<file path="config.mk">
export PLATFORM = sky130hd
export DESIGN_NAME = mem_bus_arbiter
export DESIGN_NICKNAME = d
export VERILOG_FILES = /design/src/rtl/mem_bus_arbiter.sv
export SDC_FILE = /design/constraint.sdc
export NUM_CORES = 1
export LEC_CHECK = 0
export ABC_AREA = 1
export CAP_MARGIN = 30
export CORE_AREA = 2 2 213 215
export DETAILED_ROUTE_END_ITERATION = 8
export DIE_AREA = 0 0 215 217
export SKIP_CTS_REPAIR_TIMING = 1
export SLEW_MARGIN = 20
export SYNTH_ARGS = -nofsm -noshare
export SYNTH_HDL_FRONTEND = slang
export SYNTH_SLANG_ARGS = --single-unit
</file>
<file path="constraint.sdc">
create_clock -name clk -period 2.2 [get_ports clk]
set_clock_uncertainty 0.2 [all_clocks]
set_input_delay 0.44 -clock clk [delete_from_list [all_inputs] [get_ports clk]]
set_output_delay 0.44 -clock clk [all_outputs]
set_load 0.05 [all_outputs]
</file>
<file path="src/rtl/mem_bus_arbiter.sv">
// Arbitrates the core's fetch (ibus) and memory-stage (dbus) ports onto one downstream bus.
// Data has fixed priority. A starvation counter forces a fetch grant after MAX_WAIT data grants.
module mem_bus_arbiter #(
    parameter int MAX_WAIT = 4
) (
    input  logic        clk,
    input  logic        reset,
    input  logic        ireq_valid,
    input  logic [63:0] ireq_addr,
    output logic        iresp_addr_ok,
    output logic        iresp_data_ok,
    output logic [63:0] iresp_data,
    input  logic        dreq_valid,
    input  logic [63:0] dreq_addr,
    input  logic [2:0]  dreq_size,
    input  logic [7:0]  dreq_strobe,
    input  logic [63:0] dreq_data,
    output logic        dresp_addr_ok,
    output logic        dresp_data_ok,
    output logic [63:0] dresp_data,
    output logic        creq_valid,
    output logic        creq_is_write,
    output logic [63:0] creq_addr,
    output logic [2:0]  creq_size,
    output logic [7:0]  creq_strobe,
    output logic [63:0] creq_data,
    input  logic        cresp_ready,
    input  logic        cresp_last,
    input  logic [63:0] cresp_data
);
    localparam int CW = $clog2(MAX_WAIT + 1);

    typedef enum logic [1:0] {IDLE, REQ, WAIT} state_t;

    state_t        state;
    logic [CW-1:0] starve_cnt;
    logic          owner_is_i;
    logic          grant_d;
    logic          done;

    // Data wins unless fetch has been passed over MAX_WAIT times in a row.
    assign grant_d = dreq_valid && !(ireq_valid && starve_cnt == CW'(MAX_WAIT));

    always_ff @(posedge clk) begin
        if (reset) begin
            state         <= IDLE;
            starve_cnt    <= '0;
            owner_is_i    <= 1'b0;
            creq_valid    <= 1'b0;
            creq_is_write <= 1'b0;
            creq_addr     <= '0;
            creq_size     <= '0;
            creq_strobe   <= '0;
            creq_data     <= '0;
        end else begin
            case (state)
                IDLE: begin
                    if (ireq_valid || dreq_valid) begin
                        state      <= REQ;
                        creq_valid <= 1'b1;
                        if (grant_d) begin
                            owner_is_i    <= 1'b0;
                            creq_addr     <= dreq_addr;
                            creq_size     <= dreq_size;
                            creq_strobe   <= dreq_strobe;
                            creq_data     <= dreq_data;
                            creq_is_write <= |dreq_strobe;
                            if (ireq_valid && starve_cnt != CW'(MAX_WAIT))
                                starve_cnt <= starve_cnt + CW'(1);
                        end else begin
                            owner_is_i    <= 1'b1;
                            creq_addr     <= ireq_addr;
                            creq_size     <= 3'b010;
                            creq_strobe   <= '0;
                            creq_data     <= '0;
                            creq_is_write <= 1'b0;
                            starve_cnt    <= '0;
                        end
                    end
                end
                REQ: begin
                    if (cresp_ready) begin
                        creq_valid <= 1'b0;
                        state      <= cresp_last ? IDLE : WAIT;
                    end
                end
                WAIT: begin
                    if (cresp_last)
                        state <= IDLE;
                end
                default: state <= IDLE;
            endcase
        end
    end

    // Completion is only recognised while a transaction is in flight.
    assign done = (state == REQ && cresp_ready && cresp_last) ||
                  (state == WAIT && cresp_last);

    assign iresp_addr_ok = done && owner_is_i;
    assign iresp_data_ok = done && owner_is_i;
    assign iresp_data    = (done && owner_is_i) ? cresp_data : '0;
    assign dresp_addr_ok = done && !owner_is_i;
    assign dresp_data_ok = done && !owner_is_i;
    assign dresp_data    = (done && !owner_is_i) ? cresp_data : '0;

endmodule

</file>
==> run summary <==
outcome - finished, violations left
failing checks - setup timing
origin of the worst setup path - cresp_ready
ANT nets after route - 0
die footprint - 46,700 µm²
post-synth top area share - 0.414
RSZ-0062 raised after global routing - yes
Leak - 8.47 nW
HPWL Detailed - 30,500 µm
post-route setup TNS - -41.81 ns
Worst Setup End Kind - output pin
gr usage total - 0.160
Worst Path Arrival - 1.96 ns
CTS tree - done
die height - 217 µm
worst-margin pin slew - 0.617 ns
Post-Syn Area - 7100 µm²
Int Pwr - 5.99 mW
CP Launch Type - input port
Post-synth EDFFs - 0
nets - 1,945
sequential share of power - 0.324
Max Fclk - 384 MHz
slew margin rel. - 0.588
sw frac - 0.346
fin crit share - 1.18
Synth area leader - dfxtp_1
Clk pin slew, worst setup/hold paths - 0.07 ns
clk buf depth - 2
count leader, synth - nand2_1
final setup vio count - 132
min Tclk post-route - 2.60 ns
Worst Path Max Fanout - 65
hold_ws - 0.137 ns
Design Area, Final - 16,300 µm²
Worst Path Required - 1.56 ns
cells after synthesis - 1,135
net count after synthesis - 1,410
CTS Buf Count - 17
Iter 0 DRT Violations - 440
I/O pins - 546
row count - 78
placed cell count - 2,243
pre-CTS setup slack - -0.356 ns
max capacitance violation total - 0
cell count of the worst reg-to-reg path - 6
Slew Limit Fails - 0
clk root buf - clkbuf_16
Placeable Area - 44,700 µm²
DR pass1 iterations - 6
PD cells - 561 nW/µm²
Post-Place Cell Area - 14,800 µm²
ys async rst share - 0
overall routed net length - 39,900 µm
via count - 9,289
Peak supply drop - 0.535 mV
flops & latches, synth - 147
net load switching power - 3.18 mW
Residual DRC - 0
most instantiated cells after synthesis - nand2_1, nor2_1, inv_1
Post-Syn Area per Cell - 6.26 µm²
synth unique cells - 22
Final Hold Viols - 0
worst skew pair latency - 0.45 ns
Final WS setup - -0.404 ns
Area Growth Syn to Fin - 130%
antenna violations before repair - 1
Starting Density - 0.159
synth warn - 0
via count of the first global-routing pass - 8,972
kind of critical path - in -> out
ranking of synthesized cells by area - dfxtp_1, nand2_1, nor2_1, inv_1, a21oi_1
share of layout cells above drive strength 1 - 0.212
Clock Power Share - 0.340
ys flop type - dfxtp_1
non-filler cells, final - 2,284
post-synthesis sequential area ratio - 0.414
CTS Sinks - 147
worst r2r src - state[1]$_SDFFE_PP0P_
gr ovfl total - 0
Port Buffers - 545
first-pass GRT wire length - 55,800 µm
Combinational Power Share - 0.336
largest net degree at the start of global routing - 77
routed vias/inst - 4.07
Hold/Removal Path Class - in -> reg
hold depth - 2
routability cong. - 0.908
Hold Path Origin - reset
H-tree depth - 4
WL/cell - 17.5 µm
die width - 215 µm
-- flip-flops by register name (all words and copies together) (netlist names) --
register / flops
creq_addr: 64
creq_data: 64
creq_strobe: 8
creq_size: 3
starve_cnt: 3
state: 2
creq_is_write: 1
creq_valid: 1
owner_is_i: 1
-- critical path, cell delays in order --
cell             delay (ns)
clkdlybuf4s50_1        0.52
nand2_2                0.09
o21ai_4                0.09
nand3_2                0.11
buf_12                 0.21
nor2_1                 0.26
buf_12                 0.18
-- power by group through the flow --
stage	sequential [mW]	combinational [mW]	clock (mW)
after floorplan	3.69	0.864	0
after global placement	3.02	3.01	0
after detailed placement	3.03	3.02	0
after CTS	2.98	3.03	3.23
after global routing	2.99	3.26	3.31
final	2.97	3.08	3.12
-- metal layers --
metal / track usage / part of all wire
met5: 0 / 0
met4: 0.0816 / 0.058
met3: 0.0440 / 0.072
met2: 0.290 / 0.51
met1: 0.170 / 0.36
-- final timing paths --
| path | slack, ns | end |
|---|---|---|
| setup reg to reg | 0.34 | starve_cnt[1]$_SDFFE_PP0P_ |
| hold reg to reg | 0.26 | creq_addr[19]$_SDFFE_PP0P_ |
| setup / recovery | -0.40 | dresp_data[33] |
| hold / removal | 0.14 | creq_addr[45]$_SDFFE_PP0P_ |
-- through the flow --
stage           util  total power, mW
2_1_floorplan      -             4.56
5_1_grt        0.365             9.57
6_report       0.365             9.17
3_3_place_gp   0.330             6.03
4_1_cts        0.344             9.23
3_5_place_dp   0.330             6.05
-- placed cells by master, fill, tap and decap left out, drive strengths merged --
master	count
a211oi	1
a21oi	104
buf	222
bufinv	3
clkbuf	24
clkdlybuf4s50	270
clkinv	4
clkinvlp	5
dfxtp	147
diode	1
dlymetal6s2s	101
ha	2
inv	165
nand2	286
nand3	73
nand4	38
nor2	230
nor3	1
nor3b	1
o21ai	4
xor2	2
-- final cells by class --
class	instances	area [µm²]
tap	600	751
sequential	147	2950
antenna	1	2.50
inverter	165	623
clock inverter	12	153
timing repair buffer	597	7640
fill	4619	28400
multi-input combinational	742	3760
clock buffer	20	467
-- cell families after synthesis --
| kind of cell | after synthesis | share of synthesized area |
|---|---|---|
| XOR/XNOR | 2 | 0.00247 |
| flip-flops | 147 | 0.414 |
| AO/OA/AOI/OAI | 109 | 0.0782 |
| AND/OR/NAND/NOR | 629 | 0.363 |
| adder cells (fa/ha/maj) | 2 | 0.00352 |
| buffers and inverters | 246 | 0.139 |
Power figures use the tool's default switching activity.
==> edit 1 (same settings) <==
Re-encode `state_t` (3 states) as one-hot, 3 bits wide.
--- a/src/rtl/mem_bus_arbiter.sv
+++ b/src/rtl/mem_bus_arbiter.sv
@@ -30,7 +30,7 @@
 );
     localparam int CW = $clog2(MAX_WAIT + 1);
 
-    typedef enum logic [1:0] {IDLE, REQ, WAIT} state_t;
+    typedef enum logic [2:0] {IDLE = 3'b001, REQ = 3'b010, WAIT = 3'b100} state_t;
 
     state_t        state;
     logic [CW-1:0] starve_cnt;
Function: no difference found for any inputs over 4 cycles, from zero or initial values and one cycle with reset high; so few cycles prove little.
==> edit 1 against the unedited design <==
- the run still ends with negative setup slack left
- count of clock-buffer cells in the layout stayed put
- setup slack better by 0.0076 ns
- wire length is 0.74% lower
- power is 0.96% lower
- area after synthesis is 0.88% lower
- register-to-register slack hardly changed
- critical endpoint is now dresp_data[15]
- first-iteration DRC count is 25% lower
- sequential cell count is 1 higher
- hold slack better by 0.029 ns
- final area is 2.2% lower
==> edit 1: results (changes against the unedited design) <==
The total inserted antenna cells was 0 (-1); the slew at the pin with the worst max-slew slack was 0.557 ns (-0.0608 ns). The largest individual stage delay along the critical path comes from the cell sky130_fd_sc_hd__clkdlybuf4s50_1. The run gives 1.01 (+11%) as the final RePlAce weighted congestion.

The count of input and output buffers was 545 (unchanged); the leakage component of the power was 7.97 nW (-6.0%). The mean area per synthesized cell is 6.41 µm² (+2.5%), and the net count of the mapped netlist is 1373 (-2.6%). For the final total negative setup slack, the log shows -41.84 ns (-0.0368 ns). The number of global-route vias before repair came out at 8850 (-1.4%). The sequential area share after synthesis was 0.421 (+0.00653).

The routed wire length per instance was 17.8 µm (+1.6%); the final layout net count was 1893 (-2.7%). For the post-layout instance count excluding filler cells, the log shows 2231 (-2.3%). The final reports fail on negative setup slack. The clock buffer count from CTS is 17 (unchanged), and the pin count of the biggest net entering global routing is 67 (-13%). The global-route usage over all layers was 0.160 (+0.000381); the async set-or-reset flop fraction in the synthesized netlist was 0 (unchanged). The number of warnings reported in the yosys synthesis log is 0 (unchanged). The first-pass GRT wire length was 55900 µm (+0.12%).

Endpoint of the lowest-slack register-to-register path: creq_addr[1]$_SDFFE_PP0P_. Startpoint of the lowest-slack register-to-register path: starve_cnt[0]$_SDFFE_PP0P_. The share of post-route cells with drive strength above 1 is 0.227 (+0.0147), and the post-placement setup slack is -0.462 ns (-0.106 ns). The per-cell via count in the routed design was 4.05 (-0.51%); the worst path setup slack after routing was -0.397 ns (+0.00758 ns). The detailed placement HPWL is 31000 µm (+1.5%), and the maximum fanout count along the critical path is 44 (-32%).

The count of endpoints failing setup in the final report is 132 (unchanged). The number of H-tree levels came out at 4 (unchanged). The worst stage delay on the critical path works out to 0.50 ns (-0.02 ns). End of the worst hold path: creq_data[47]$_SDFFE_PP0P_. The number of antenna violations at the first check in global routing is 3 (+2), and the cell depth of the worst flop-to-flop path is 9 (+3). Ranked by total cell area, the synthesized netlist is headed by sky130_fd_sc_hd__dfxtp_1 (42%), sky130_fd_sc_hd__nand2_1 (22%), sky130_fd_sc_hd__a21oi_1 (10%). The DRC marker count from the first detailed-route iteration was 329 (-25%); the number of optimization iterations in the first detailed-route pass was 5 (-1).

By count the netlist is led by sky130_fd_sc_hd__nand2_1 (415), sky130_fd_sc_hd__dfxtp_1 (148), sky130_fd_sc_hd__a21oi_1 (146). The worst supply voltage drop on vdd came out at 0.561 mV (+4.8%). The flow ran to the end, but the final reports show violations. The placed cell area is 14500 µm² (-1.8%).
==> edit 1: cell count changes in the layout (fill, tap and decap cells not counted), sizes merged, moves of 2 or more <==
cell,before,now
nand2,286,415
nor2,230,140
inv,165,84
a21oi,104,146
nand4,38,3
buf,222,215
dlymetal6s2s,101,97
bufinv,3,0
clkbuf,24,22
nand3b,0,2
==> edit 1: worst max path at each step <==
stage / from / to / cells past startpoint / slack, ns
final: cresp_ready / dresp_data[15] / 7 / -0.40
after global routing: state[0]$_SDFFE_PP1P_ / dresp_data[61] / 7 / -0.46
after CTS: state[2]$_SDFFE_PP0P_ / dresp_data[28] / 7 / -0.52
after detailed placement: cresp_ready / dresp_data[28] / 7 / -0.46
after global placement: cresp_ready / iresp_data[49] / 8 / -0.51
after floorplan: state[2]$_SDFFE_PP0P_ / dresp_data[54] / 7 / -0.19
==> edit 1: final cells by class <==
type                            count  area, µm²
Fill cell                        4689      28700
Timing Repair Buffer              584       7470
Multi-Input combinational cell    787       3940
Sequential cell                   148       2970
Tap cell                          600        751
Clock buffer                       20        447
Inverter                           80        303
Clock inverter                     12       97.6
==> edit 1: cells by family (layout without fill, tap and decap cells) <==
family	Yosys count	count (layout)	share of synthesized area
AND/OR/NAND/NOR	634	634	0.357
buffers and inverters	163	696	0.110
AO/OA/AOI/OAI	150	150	0.107
flip-flops	148	148	0.421
adder cells (fa/ha/maj)	2	2	0.00355
XOR/XNOR	1	1	0.00124
==> edit 1: report_power, final <==
| part | internal [W] | switching, W |
|---|---|---|
| sequential | 0.00293 | 0.000131 |
| combinational | 0.00125 | 0.00201 |
| clock | 0.00149 | 0.00126 |
| total | 0.00568 | 0.00340 |
==> edit 1: metal layers <==
metal	vias up	track usage	wire [µm]
li1	4437	-	-
met1	4163	0.160	14200
met2	366	0.309	21200
met3	59	0.0463	2620
met4	2	0.0646	1660
met5	-	0	17
==> edit 1: metrics by stage <==
step	total power, W	hold slack, ns
floorplan	0.00488	0.261
global placement	0.00634	0.246
detailed placement	0.00637	0.253
CTS	0.00921	0.130
global route	0.00954	0.160
finish	0.00908	0.165
==> edit 2 (same settings) <==
Made on the original files. Reset style: asynchronous (`reset`), changed in one clocked block.
--- a/src/rtl/mem_bus_arbiter.sv
+++ b/src/rtl/mem_bus_arbiter.sv
@@ -41,7 +41,7 @@
     // Data wins unless fetch has been passed over MAX_WAIT times in a row.
     assign grant_d = dreq_valid && !(ireq_valid && starve_cnt == CW'(MAX_WAIT));
 
-    always_ff @(posedge clk) begin
+    always_ff @(posedge clk or posedge reset) begin
         if (reset) begin
             state         <= IDLE;
             starve_cnt    <= '0;
Check against the original RTL: differs if reset is asserted again (counterexample within 4 cycles, from zero or initial values and one cycle with reset high); with reset held inactive, the same outputs for 4 cycles.
==> edit 2 against the unedited design <==
- the flow still finishes with violations (negative setup slack)
- critical endpoint is now iresp_data[22]
- via count down 5.9%
- setup slack better by 0.048 ns
- utilization up 0.71 points
- maximum frequency is 1.9% higher
- final area increased by 1.9%
- register-to-register slack got worse by 0.09 ns
- area after synthesis is 3.3% higher
- sequential cell count unchanged
- wire length decreased by 6.7%
Power is not compared: it rests on default switching activity, and its combinational part moved more than twofold at a synthesized area within 25%.
==> edit 2: results (changes against the unedited design) <==
The run finished, with violations left. The final reports fail on negative setup slack. The async set-or-reset flop fraction in the synthesized netlist works out to 1.00 (+1.00).

For the worst-case register-to-register setup slack, the log shows 0.25 ns (-0.09 ns). The largest individual stage delay along the critical path comes from the cell sky130_fd_sc_hd__dfrtp_1. Number of antenna violations at the first check in global routing: 2 (+1). Most used flip-flop cell after synthesis: sky130_fd_sc_hd__dfrtp_1. The worst supply voltage drop on vdd is 0.920 mV, and the global-route usage over all layers is 0.152 (-0.00787).

The final layout net count is 1842 (-5.3%). The final-layout worst hold slack is 0.0881 ns (-0.0487 ns), and the worst stage delay on the critical path is 0.44 ns (-0.08 ns). The run gives 15500 µm (+6.6%) as the routed length on met1.

The cell depth of the worst flop-to-flop path is 6 (unchanged). The detailed placement HPWL is 28300 µm (-7.3%). The final RePlAce weighted congestion is 0.895 (-1.4%), and the routed wire length per instance is 17.1 µm (-2.3%). The number of warnings reported in the yosys synthesis log came out at 0 (unchanged). The highest routed metal layer is met5. The number of global-route vias before repair was 8722 (-2.8%). The worst hold path begins at cresp_ready.

The placed cell area was 15200 µm² (+3.1%). For the sequential area share after synthesis, the log shows 0.502 (+0.0872). The share of post-route cells with drive strength above 1 was 0.274 (+0.0615).

The net count of the mapped netlist is 1291 (-8.4%). The buffer type at the clock tree root was sky130_fd_sc_hd__clkbuf_16. The tools report the end of the worst hold path as state[0]$_DFFE_PP0P_.

DRC marker count from the first detailed-route iteration: 440 (unchanged). The number of optimization iterations in the first detailed-route pass was 5 (-1); the final total negative setup slack was -38.74 ns (+3.06 ns). Max-slew headroom at the worst pin: 0.593 (+0.00560). The worst path setup slack after routing is -0.357 ns (+0.0475 ns). After synthesis, the most frequently instantiated cells are sky130_fd_sc_hd__nand2_1 (345), sky130_fd_sc_hd__dfrtp_1 (147), sky130_fd_sc_hd__nand3_1 (144). The data arrival time of the critical path was 1.92 ns (-0.04 ns). For the routed wire length on met3, the log shows 2700 µm (-5.9%). The count of endpoints failing setup in the final report is 132 (unchanged), and the first-pass GRT wire length is 53700 µm (-3.9%). The worst register-to-register path begins at state[0]$_DFFE_PP0P_. The number of H-tree levels was 4 (unchanged). The maximum fanout count along the critical path is 5 (-92%), and the pin count of the biggest net entering global routing is 73 (-5.2%). Sorting the synthesized cells by area gives the leading types as sky130_fd_sc_hd__dfrtp_1 (50%), sky130_fd_sc_hd__nand2_1 (18%), sky130_fd_sc_hd__nand3_1 (9.8%). For the routed length on met2, the log shows 18100 µm (-10%). For the detailed-route via count, the log shows 8745 (-5.9%). Count of unique library cells instantiated by Yosys: 17 (-23%).

In this run the critical register-to-register path is captured at creq_addr[63]$_DFFE_PP0P_.
[edit 2: cell count changes after synthesis, sizes merged, moves of 2 or more]
cell and change:
dfxtp -147, nand2 +59, o21ai -3, nand3 +71, clkbuf -9, inv -39, dfrtp +147, a21oi -102
nor2 -94, nand4 +2
[edit 2: routing by layer]
| metal | vias up | track usage |
|---|---|---|
| met5 | - | 0 |
| met4 | 2 | 0.0563 |
| met3 | 43 | 0.0478 |
| li1 | 4224 | - |
| met2 | 340 | 0.251 |
| met1 | 4136 | 0.186 |
[edit 2: per-stage QoR]
step	std cells	worst slack [ns]	power, W
detailed placement	2136	-0.497	0.0177
CTS	2167	-0.519	0.0209
finish	2180	-0.357	0.0210
global route	2179	-0.455	0.0221
floorplan	1016	-0.287	0.0123
global placement	2136	-0.515	0.0176
[edit 2: how the worst max path moves through the flow]
| stage | from | to | slack [ns] | cells after the start |
|---|---|---|---|---|
| final | state[0]$_DFFE_PP0P_ | iresp_data[22] | -0.36 | 8 |
| after detailed placement | cresp_ready | iresp_data[9] | -0.50 | 7 |
| after CTS | state[1]$_DFFE_PP0P_ | iresp_data[9] | -0.52 | 7 |
| after global routing | state[0]$_DFFE_PP0P_ | iresp_data[22] | -0.46 | 8 |
| after global placement | cresp_ready | iresp_data[9] | -0.51 | 7 |
| after floorplan | reset | creq_addr[0]$_DFFE_PP0P_ | -0.29 | 1 |
[edit 2: final cells by class]
cell class | instances | area (µm²)
Antenna cell | 1 | 2.50
Clock buffer | 18 | 429
Clock inverter | 13 | 176
Fill cell | 4475 | 28000
Inverter | 125 | 483
Multi-Input combinational cell | 672 | 3560
Sequential cell | 147 | 3680
Tap cell | 600 | 751
Timing Repair Buffer | 604 | 7580
[edit 2: cell families (layout without fill, tap and decap cells)]
logic type / count (synthesis) / after routing / synth area share
AO/OA/AOI/OAI: 4 / 4 / 0.00307
XOR/XNOR: 1 / 1 / 0.00119
adder cells (fa/ha/maj): 2 / 2 / 0.00341
buffers and inverters: 197 / 760 / 0.111
flip-flops: 147 / 147 / 0.502
other: 0 / 1 / 0
AND/OR/NAND/NOR: 665 / 665 / 0.379
[edit 2: power breakdown]
part	internal [W]	switching, W	total (W)
sequential	0.00395	0.000707	0.00466
combinational	0.00451	0.00872	0.0132
clock	0.00180	0.00129	0.00309
total	0.0103	0.0107	0.0210
[edit 2: critical path: cells and delay by family (launching register included)]
kind | cells | cell delay, ns
buffers and inverters | 4 | 0.58
flip-flops | 1 | 0.44
AND/OR/NAND/NOR | 4 | 0.43
